**src/rtl/mem_arbiter_pkg.sv**
```systemverilog
// Shared types and constants for the unified memory-port arbiter.
package mem_arbiter_pkg;

    typedef enum logic [1:0] {
        IDLE  = 2'd0,
        ISSUE = 2'd1,
        WAIT  = 2'd2,
        RESP  = 2'd3
    } arb_state_e;

    typedef enum logic {
        OWN_IF = 1'b0,
        OWN_D  = 1'b1
    } owner_e;

    localparam logic [2:0] FUNCT3_WORD = 3'b010;

    // Width for a counter that must hold values 0..max_val inclusive.
    function automatic int cnt_width(input int max_val);
        return (max_val < 2) ? 1 : $clog2(max_val + 1);
    endfunction

endpackage

```
**src/rtl/arb_starve_ctr.sv**
```systemverilog
// Saturating wait counter: counts up on inc, clears on clr, flags when the limit is reached.
module arb_starve_ctr
    import mem_arbiter_pkg::*;
#(
    parameter int STARVE_LIMIT = 4
) (
    input  logic clk,
    input  logic rst,
    input  logic inc,
    input  logic clr,
    output logic limit_hit
);

    localparam int CW = cnt_width(STARVE_LIMIT);
    localparam logic [CW-1:0] LIMIT = CW'(STARVE_LIMIT);

    logic [CW-1:0] cnt_q;

    always_ff @(posedge clk or negedge rst) begin
        if (!rst) begin
            cnt_q <= '0;
        end else if (clr) begin
            cnt_q <= '0;
        end else if (inc && (cnt_q != LIMIT)) begin
            cnt_q <= cnt_q + CW'(1);
        end
    end

    assign limit_hit = (cnt_q == LIMIT);

endmodule

```
**src/rtl/mem_arbiter.sv**
```systemverilog
// Arbitrates fetch and data requesters onto one memory port (IDLE/ISSUE/WAIT/RESP sequencing).
// Optional performance counters are enabled with `define MEM_ARBITER_PERF_EN.
//
// Handshake: a requester raises req with stable addr/data; gnt is a combinational
// pulse in IDLE and the request is captured on that edge; rvalid pulses once in RESP.
module mem_arbiter
    import mem_arbiter_pkg::*;
#(
    parameter int AWIDTH       = 32,
    parameter int DWIDTH       = 32,
    parameter int MEM_LAT      = 1,
    parameter int STARVE_LIMIT = 4
) (
    input  logic              clk,
    input  logic              rst,
    input  logic              if_req_i,
    input  logic [AWIDTH-1:0] if_addr_i,
    output logic              if_gnt_o,
    output logic              if_rvalid_o,
    output logic [DWIDTH-1:0] if_rdata_o,
    input  logic              d_req_i,
    input  logic              d_we_i,
    input  logic [AWIDTH-1:0] d_addr_i,
    input  logic [DWIDTH-1:0] d_wdata_i,
    input  logic [2:0]        d_funct3_i,
    output logic              d_gnt_o,
    output logic              d_rvalid_o,
    output logic [DWIDTH-1:0] d_rdata_o,
    output logic [AWIDTH-1:0] mem_addr_o,
    output logic [DWIDTH-1:0] mem_wdata_o,
    output logic              mem_read_en_o,
    output logic              mem_write_en_o,
    output logic [2:0]        mem_funct3_o,
    input  logic [DWIDTH-1:0] mem_rdata_i,
`ifdef MEM_ARBITER_PERF_EN
    output logic [31:0]       if_grants_o,
    output logic [31:0]       d_grants_o,
    output logic [31:0]       stall_cycles_o,
`endif
    output arb_state_e        state_o,
    output logic              busy_o
);

    localparam int WCW = cnt_width(MEM_LAT - 1);
    localparam logic [WCW-1:0] WAIT_LAST = WCW'(MEM_LAT - 1);

    arb_state_e        state_q;
    arb_state_e        state_d;
    owner_e            owner_q;
    logic [AWIDTH-1:0] addr_q;
    logic              we_q;
    logic [DWIDTH-1:0] wdata_q;
    logic [2:0]        funct3_q;
    logic [DWIDTH-1:0] rdata_q;
    logic [WCW-1:0]    wait_cnt_q;

    logic if_gnt;
    logic d_gnt;
    logic starve_hit;
    logic wait_last;
    logic resp;

    assign wait_last = (wait_cnt_q == WAIT_LAST);
    assign resp      = (state_q == RESP);

    // Data wins unless fetch has waited STARVE_LIMIT cycles; nothing is granted in reset.
    always_comb begin
        if_gnt = 1'b0;
        d_gnt  = 1'b0;
        if (rst && (state_q == IDLE)) begin
            if (if_req_i && (starve_hit || !d_req_i)) begin
                if_gnt = 1'b1;
            end else if (d_req_i) begin
                d_gnt = 1'b1;
            end
        end
    end

    arb_starve_ctr #(
        .STARVE_LIMIT (STARVE_LIMIT)
    ) u_starve_ctr (
        .clk       (clk),
        .rst       (rst),
        .inc       (if_req_i && !if_gnt),
        .clr       (!if_req_i || if_gnt),
        .limit_hit (starve_hit)
    );

    always_comb begin
        state_d = state_q;
        case (state_q)
            IDLE:    if (if_gnt || d_gnt) state_d = ISSUE;
            ISSUE:   state_d = WAIT;
            WAIT:    if (wait_last) state_d = RESP;
            RESP:    state_d = IDLE;
            default: state_d = IDLE;
        endcase
    end

    always_ff @(posedge clk or negedge rst) begin
        if (!rst) begin
            state_q <= IDLE;
        end else begin
            state_q <= state_d;
        end
    end

    // Request capture at the grant edge; a fetch is always a word read.
    always_ff @(posedge clk or negedge rst) begin
        if (!rst) begin
            owner_q  <= OWN_IF;
            addr_q   <= '0;
            we_q     <= 1'b0;
            wdata_q  <= '0;
            funct3_q <= '0;
        end else if (if_gnt) begin
            owner_q  <= OWN_IF;
            addr_q   <= if_addr_i;
            we_q     <= 1'b0;
            funct3_q <= FUNCT3_WORD;
        end else if (d_gnt) begin
            owner_q  <= OWN_D;
            addr_q   <= d_addr_i;
            we_q     <= d_we_i;
            wdata_q  <= d_wdata_i;
            funct3_q <= d_funct3_i;
        end
    end

    always_ff @(posedge clk or negedge rst) begin
        if (!rst) begin
            wait_cnt_q <= '0;
            rdata_q    <= '0;
        end else begin
            if (state_q == ISSUE) begin
                wait_cnt_q <= '0;
            end else if ((state_q == WAIT) && !wait_last) begin
                wait_cnt_q <= wait_cnt_q + WCW'(1);
            end
            if ((state_q == WAIT) && wait_last) begin
                rdata_q <= we_q ? '0 : mem_rdata_i;
            end
        end
    end

    assign mem_addr_o     = addr_q;
    assign mem_wdata_o    = wdata_q;
    assign mem_funct3_o   = funct3_q;
    assign mem_read_en_o  = (state_q == ISSUE) && !we_q;
    assign mem_write_en_o = (state_q == ISSUE) && we_q;

    assign if_gnt_o    = if_gnt;
    assign d_gnt_o     = d_gnt;
    assign if_rvalid_o = resp && (owner_q == OWN_IF);
    assign d_rvalid_o  = resp && (owner_q == OWN_D);
    assign if_rdata_o  = if_rvalid_o ? rdata_q : '0;
    assign d_rdata_o   = d_rvalid_o ? rdata_q : '0;
    assign busy_o      = (state_q != IDLE);
    assign state_o     = state_q;

`ifdef MEM_ARBITER_PERF_EN
    logic [31:0] if_grants_q;
    logic [31:0] d_grants_q;
    logic [31:0] stall_q;
    logic        stalled;

    assign stalled = (if_req_i && !if_gnt) || (d_req_i && !d_gnt);

    always_ff @(posedge clk or negedge rst) begin
        if (!rst) begin
            if_grants_q <= '0;
            d_grants_q  <= '0;
            stall_q     <= '0;
        end else begin
            if (if_gnt)  if_grants_q <= if_grants_q + 32'd1;
            if (d_gnt)   d_grants_q  <= d_grants_q + 32'd1;
            if (stalled) stall_q     <= stall_q + 32'd1;
        end
    end

    assign if_grants_o    = if_grants_q;
    assign d_grants_o     = d_grants_q;
    assign stall_cycles_o = stall_q;
`endif

endmodule

```
**config.mk**
```make
export PLATFORM = sky130hd
export DESIGN_NAME = mem_arbiter
export DESIGN_NICKNAME = d
export VERILOG_FILES = /design/src/rtl/mem_arbiter_pkg.sv /design/src/rtl/arb_starve_ctr.sv /design/src/rtl/mem_arbiter.sv
export SDC_FILE = /design/constraint.sdc
export NUM_CORES = 1
export LEC_CHECK = 0
export ABC_CLOCK_PERIOD_IN_PS = 4680
export CELL_PAD_IN_SITES_DETAIL_PLACEMENT = 0
export CELL_PAD_IN_SITES_GLOBAL_PLACEMENT = 2
export CORE_MARGIN = 5
export CORE_UTILIZATION = 24
export CTS_CLUSTER_DIAMETER = 40
export DETAILED_ROUTE_END_ITERATION = 10
export GPL_TIMING_DRIVEN = 0
export PLACE_DENSITY_LB_ADDON = 0.1
export SYNTH_ARGS = -nofsm -noshare
export SYNTH_HDL_FRONTEND = slang
export SYNTH_SLANG_ARGS = --single-unit
```
**constraint.sdc**
```tcl
create_clock -name clk -period 4.68 [get_ports clk]
set_input_delay 0.936 -clock clk [delete_from_list [all_inputs] [get_ports clk]]
set_output_delay 0.936 -clock clk [all_outputs]
set_load 0.1 [all_outputs]
```
==> Yosys cells after proc, flatten, opt, wreduce, memory -nomap -nowiden <==
Index checks and enable logic that the tools add are counted.
{ "word_totals": {"output_inout_bits": 140, "regBits": 107, "word_cells": 68} }
{ "op_classes": {"bitwise": 3, "n_reduce_logical": 24, "eq_ne": 7, "n_mux": 23, "addsub": 2} }
{ "ops": {"columns": ["operator", "count"], "rows": [
  ["2-to-1 mux 32 bit", 5],
  ["2-to-1 mux 3 bit", 4],
  ["2-to-1 mux 1 bit", 11],
  ["logical AND 1 bit", 10],
  ["case mux 2 bit (4 select lines)", 1],
  ["nonzero test 2 bit", 4],
  ["== test 2 bit (second input constant)", 2],
  ["zero test 1 bit", 4],
  ["2-to-1 mux 2 bit", 2],
  ["AND reduction 2 bit", 2],
  ["adder 3 x 1 -> 3 bit (second input constant)", 1],
  ["== test 3 bit (second input constant)", 1],
  ["logical OR 1 bit", 3],
  ["!= test 3 bit (second input constant)", 1],
  ["NOT 1 bit", 3],
  ["== test 2 x 1 -> 1 bit (second input constant)", 1],
  ["zero test 2 bit", 1],
  ["!= test 2 x 1 -> 1 bit (second input constant)", 1],
  ["!= test 2 bit (second input constant)", 1],
  ["adder 1 bit (second input constant)", 1]
]} }

==> Depth between registers and ports, before layout <==
Gate-level depths: netlist of the first run.
{ "logic_depth": {"depth_word": 10, "mapped_depth": 8} }

==> Modules after synthesis <==
A second synthesis of the first run with hierarchy kept.
{ "unflattened": {"cells_unflattened": 525, "hier_area_um2": 5425.2} }
{ "by_module_without_submodules": {"columns": ["module", "seq_area_each_um2", "cells_each", "n_inst", "area_each_um2"], "rows": [
  ["mem_arbiter", 2602.5, 507, 1, 5227.5],
  ["arb_starve_ctr", 75.1, 18, 1, 197.7]
]} }

==> Worst setup path before layout of the first run <==
OpenSTA, ideal clock, no wires.
{ "synth_path": {"path_type": "reg-to-output", "start": "register state_q[1] (netlist: state_o[1])", "end": "output if_rdata_o[22]", "stages_incl_launch_ff": 5, "required_time_ns": 3.744, "path_slack_ns": 0.294, "path_buffers": 1, "arrival_time_ns": 3.450, "cell_sequence": "dfrtp_1 > ha_1 > nor2b_1 > clkbuf_1 > and2_1"} }
{ "synth_between": {"elab_chain_len": 3} }
{ "synth_lines": {"columns": ["element", "line_no", "rtl"], "rows": [
  ["start: declaration", "mem_arbiter.sv:47", "arb_state_e state_q;"],
  ["start signal: assignment", "mem_arbiter.sv:104", "state_q <= state_d;"],
  ["== test 2 bit", "mem_arbiter.sv:64", "assign resp = (state_q == RESP);"],
  ["logical AND 1 bit", "mem_arbiter.sv:154", "assign if_rvalid_o = resp && (owner_q == OWN_IF);"],
  ["net if_rvalid_o", "mem_arbiter.sv:19", "output logic if_rvalid_o,"],
  ["2-to-1 mux 32 bit", "mem_arbiter.sv:156", "assign if_rdata_o = if_rvalid_o ? rdata_q : '0;"],
  ["end: declaration", "mem_arbiter.sv:20", "output logic [DWIDTH-1:0] if_rdata_o,"]
]} }
The timed path passes the listed nets, and every way through them passes these cells.

==> Worst setup path after layout of the first run <==
{ "layout_path": {"start": "input rst", "end": "output d_gnt_o"} }
{ "layout_between": {"elab_chain_len": 2} }
{ "layout_lines": {"columns": ["element", "line_no", "rtl"], "rows": [
  ["start: declaration", "mem_arbiter.sv:15", "input logic rst,"],
  ["logical AND 1 bit", "mem_arbiter.sv:70", "if (rst && (state_q == IDLE)) begin"],
  ["2-to-1 mux 1 bit", "mem_arbiter.sv:70", null],
  ["end: declaration", "mem_arbiter.sv:26", "output logic d_gnt_o,"]
]} }
No other way between the ends.

==> flow_metrics.tcl, run 1 <==
set metrics [dict create \
    status "completed" \
    critPathCaptureType "output pin" \
    synth_fa_ha_area_share_pct 1.78 \
    layoutNonFillerInstCount 1005 \
    gp_congestion 0.777 \
    crit_type "in -> out" \
    synth.distinct_cells 28 \
    cts_setup_buffers 0 \
    setup-violations-final 0 \
    holdWs_ps 500 \
    area_growth_syn_to_layout_pct 69.7 \
    nNetsFinal 873 \
    grt_use_total_pct 15.3 \
    place_hpwl_um 14200 \
    first_iter_violations 112 \
    relSlewSlack_pct 29.6 \
    clkLatencyLatePin_ps 350 \
    crit_arrival_ps 3370 \
    vias_per_cell 4.40 \
    clock_sinks 107 \
    diodes 0 \
    cap_violations 0 \
    drv_slew 0 \
    vias 4417 \
    path_max_fanout 53 \
    die_area_um2 23500 \
    drive_gt1_share_pct 8.57 \
    first_global_vias 4910 \
    drcViolationCount 0 \
    synth_compound_area_share_pct 11.2 \
    dieWidth_um 153 \
    yosys.area_share.xor_xnor_pct 0.178 \
    synthesis.nets 586 \
    cts_buffers 9 \
    initial_core_util_pct 24.4 \
    die_h_um 153 \
    hold_viol 0 \
    firstDrtPassIters 4 \
    synth_top_family_by_area "simple AND/OR/NAND/NOR gates" \
    yosysWarnings 0 \
    worst_setup_path_start_kind "input pin" \
    dp.cells 989 \
    port_buffers 275 \
    rsz0062_at_grt "no" \
    synth_seq_cells 107 \
    cp_data_required_time_ps 3740 \
    cts_tree "built" \
    finalCritPeriodShare_pct 92.1 \
    grt_overflow 0 \
    wire_per_inst_um 17.9 \
    syn_avg_cell_area_um2 11.1 \
    fmaxAchievable_ghz 0.232 \
    io_pins 276 \
    cts.reportedPaths.clkPinSlew_ps 80 \
    finalCriticalPeriod_ps 4310 \
    synthMuxAreaShare_pct 7.74 \
    syn_area_um2 4930 \
    drt_wl_total_um 18000 \
    root_buffer "clkbuf_16" \
    ctsResizeCount 0 \
    ant_nets 0 \
    worstMarginPinSlew_ps 1050 \
    fillCellCount 1959 \
    hold_path.class "reg -> reg" \
    cts_max_level 3 \
    yosysSeqAreaShare_pct 54.3 \
    grt_pass1_wl_um 28800 \
    skew_ps 12.9 \
    holdBufCountCts 0 \
    num_rows 52 \
    cts_buffer_depth 2 \
    core_area_um2 20200 \
    synth_cells 443 \
    antenna_found_initial 0 \
    yosys.area_share.simple_pct 21.1 \
    grt_max_degree 60 \
]
-- worst max-delay path, cell delays in order --
cell and delay (ps):
buf_6 380, and2_1 220, and3_1 190, buf_6 140, buf_2 230, clkdlybuf4s50_1 1220
-- layout by cell type, fill, tap and decap left out, types with 6 or more instances in the layout --
master           count
a221o_1             32
and2_1              64
and3_1              33
buf_2                6
clkbuf_1            22
clkbuf_16            9
clkdlybuf4s50_1    273
dfrtp_1            107
ha_1                 7
inv_1                6
mux2_2              33
nand2_1             35
nand2b_1            33
o21ai_0             33
-- area by class of cell --
| class | count | area [um^2] | share of cell area [%] |
|---|---|---|---|
| Inverter | 6 | 22.5 | 0.269 |
| Clock inverter | 7 | 90.1 | 1.08 |
| Multi-Input combinational cell | 297 | 2070 | 24.7 |
| Clock buffer | 9 | 225 | 2.69 |
| Buffer | 33 | 161 | 1.93 |
| Timing Repair Buffer | 276 | 2780 | 33.3 |
| Tap cell | 270 | 338 | 4.04 |
| Sequential cell | 107 | 2680 | 32.0 |
-- state kept, by name, indices dropped and copies added, names as in the netlist --
name / count
mem_funct3_o: 3
wait_cnt_q: 1
rdata_q: 32
owner_q: 1
mem_wdata_o: 32
state_o: 2
mem_addr_o: 32
u_starve_ctr.cnt_q: 3
we_q: 1
-- cells in the mapped netlist (all sizes together) --
cell type / number / area [um^2]
clkbuf: 22 / 82.6
xnor2: 1 / 8.76
nand3: 2 / 10.0
a221o: 32 / 320
o21ai: 33 / 165
nand2: 35 / 131
a22oi: 1 / 7.51
dfrtp: 107 / 2680
ha: 7 / 87.6
nor3b: 3 / 22.5
nor2: 4 / 15.0
a22o: 3 / 26.3
nand2b: 33 / 206
mux2i: 1 / 10.0
nor2b: 3 / 18.8
o211ai: 1 / 7.51
a2bb2oi: 1 / 8.76
buf: 11 / 78.8
and3: 33 / 206
inv: 6 / 22.5
a21oi: 3 / 18.8
and2: 67 / 419
mux2: 33 / 372
nor4b: 1 / 8.76
-- cells by family after synthesis --
logic type      count (synthesis)
compound gates                 74
xor+xnor                        1
fa+ha+maj                       7
buf+inv                        39
flops                         107
mux                            34
simple gates                  181
-- metrics by stage --
stage	util [%]	instance area (um^2)	setup WS, ps	TNS (ps)
after floorplan	-	4930	294	0
after global placement	39.6	8020	-4160	-414480
after detailed placement	39.8	8050	89.6	0
after CTS	41.3	8370	87.7	0
after global routing	41.4	8370	162	0
final	41.4	8370	369	0
-- routing by layer --
metal | wire, um | up-vias | track usage, %
met5 | 0 | - | 0
met4 | 256 | 0 | 3.95
met3 | 2080 | 14 | 7.41
met2 | 8440 | 183 | 25.2
met1 | 7220 | 2113 | 18.0
li1 | - | 2107 | -
-- worst paths after layout --
| check | from | to | slack, ps | depth (start not counted) |
|---|---|---|---|---|
| worst min register to register | rdata_q[17] | rdata_q[17] | 500 | 2 |
| worst max register to register | state_o[0] | mem_wdata_o[1] | 2620 | 7 |
| max in group asynchronous | rst | rdata_q[29] | 3460 | 2 |
| worst max-delay path | rst | d_gnt_o | 370 | 6 |
| worst min-delay path | rdata_q[17] | rdata_q[17] | 500 | 2 |
| min in group asynchronous | rst | rdata_q[9] | 530 | 1 |
Power of run 1 is not shown: default switching activity piles up to over one toggle a cycle in this logic, so the estimate is an artifact.
==> inputs of run 2 (changes only) <==
--- a/config.mk
+++ b/config.mk
@@ -12,7 +12,6 @@
 export CORE_UTILIZATION = 24
 export CTS_CLUSTER_DIAMETER = 40
 export DETAILED_ROUTE_END_ITERATION = 10
-export GPL_TIMING_DRIVEN = 0
 export PLACE_DENSITY_LB_ADDON = 0.1
 export SYNTH_ARGS = -nofsm -noshare
 export SYNTH_HDL_FRONTEND = slang
==> run 2 against run 1 <==
Non-clock buffer count fell by 28. Worst hold slack gained 0.98 ps. Design area is 3.7% lower. Clock skew down 2.4 ps. Sequential share of layout area grew 1.2 points. Routed wire length shrank 3.9%. Via count is 3.7% lower.
==> flow_metrics.tcl, run 2 (synthesized netlist as in run 1, its figures left out) <==
set metrics [dict create \
    status "completed" \
    worstMarginPinSlew_ps 1050 \
    final_area_um2 8060 \
    cts_buffer_depth 2 \
    nNetsFinal 845 \
    critPathCaptureType "output pin" \
    ctsResizeCount 0 \
    vias_per_cell 4.35 \
    setup-violations-final 0 \
    grt_max_degree 78 \
    path_max_fanout 35 \
    holdBufCountCts 0 \
    num_rows 52 \
    setup.worst_path.start "owner_q" \
    fmaxAchievable_ghz 0.285 \
    rsz0062_at_grt "no" \
    drv_slew 0 \
    root_buffer "clkbuf_16" \
    diodes 0 \
    placedInstanceArea_um2 7760 \
    drive_gt1_share_pct 18.1 \
    layout_common_cells "clkdlybuf4s50_1 (206), dfrtp_1 (107), buf_4 (73)" \
    drt_wl_total_um 17300 \
    finalCriticalPeriod_ps 3510 \
    die_area_um2 23500 \
    skew_ps 10.4 \
    hold_viol 0 \
    cts_buffers 9 \
    worstPathBufferInverterCount 1 \
    crit_arrival_ps 2580 \
    gp_congestion 0.753 \
    final_common_cell "clkdlybuf4s50_1" \
    cts_max_level 3 \
    io_pins 276 \
    area_growth_syn_to_layout_pct 63.3 \
    port_buffers 275 \
    cts.reportedPaths.clkPinSlew_ps 80 \
    cpMaxStageDelayCell "nor2b_2" \
    place_hpwl_um 12800 \
    cts_tree "built" \
    hold_path.class "reg -> reg" \
    grt_overflow 0 \
    first_iter_violations 131 \
    drcViolationCount 0 \
    grt_pass1_wl_um 27000 \
    first_global_vias 4555 \
    grt_use_total_pct 14.4 \
    clock_sinks 107 \
    cap_violations 0 \
    die_h_um 153 \
    initial_core_util_pct 24.4 \
    worst_setup_path_start_kind "flip-flop" \
    relSlewSlack_pct 29.6 \
    firstDrtPassIters 4 \
    ant_nets 0 \
    crit_chain "nor2b_2 -> and2_1 -> buf_4" \
    core_area_um2 20200 \
    cpPeakStageDelay_ps 950 \
    crit_type "reg -> out" \
    r2r_start "state_o[0]" \
    dieWidth_um 153 \
    vias 4252 \
    finalCritPeriodShare_pct 75.0 \
    antenna_found_initial 4 \
    tns_ps 0 \
    cp_data_required_time_ps 3740 \
    cts_setup_buffers 0 \
    clkLatencyLatePin_ps 360 \
    wire_per_inst_um 17.7 \
    crit_family "simple AND/OR/NAND/NOR gates" \
    min_from "rdata_q[9]" \
    fin_util_pct 39.8 \
]
[run 2: cell count changes in the layout (fill, tap and decap cells not counted), sizes merged]
cell / delta
clkbuf: -22
buf: +62
bufinv: -1
inv: +1
clkdlybuf4s50: -67
dlymetal6s2s: -1
[run 2: path summary, 6_finish.rpt]
path | endpoint | slack (ps) | cells after the start
min in group asynchronous | mem_addr_o[3] | 530 | 1
max in group asynchronous | mem_funct3_o[2] | 2760 | 2
setup reg to reg | mem_wdata_o[20] | 2180 | 6
hold reg to reg | rdata_q[9] | 500 | 2
hold / removal | rdata_q[9] | 500 | 2
setup / recovery | if_rdata_o[27] | 1170 | 3
[run 2: through the flow]
step,setup WS [ps],std cells,hold slack (ps)
floorplan,294,443,456
global placement,1600,961,477
detailed placement,1460,961,487
CTS,1060,977,506
global route,924,977,522
finish,1170,977,501
[run 2: tightest hold or removal path, stage by stage (launching register included)]
cell and delay, ps:
dfrtp_1 360, nand2_1 50, o21ai_0 60
[run 2: layout make-up]
| cell class | count | area [um^2] |
|---|---|---|
| clock inverter | 7 | 66.3 |
| timing repair buffer | 281 | 2650 |
| multi-input combinational | 297 | 2080 |
| tap | 270 | 338 |
| clock buffer | 9 | 225 |
| inverter | 6 | 22.5 |
| fill | 1991 | 12200 |
| sequential | 107 | 2680 |
[run 2: layer usage]
metal  vias up  share of wire, %  global-route usage (%)
li1       2049                 -                       -
met1      1991                41                    17.5
met2       184                45                    22.3
met3        20                12                    7.66
met4         8               1.4                    4.25
met5         -              0.35                       0
Power of run 2 is left out for the same reason.
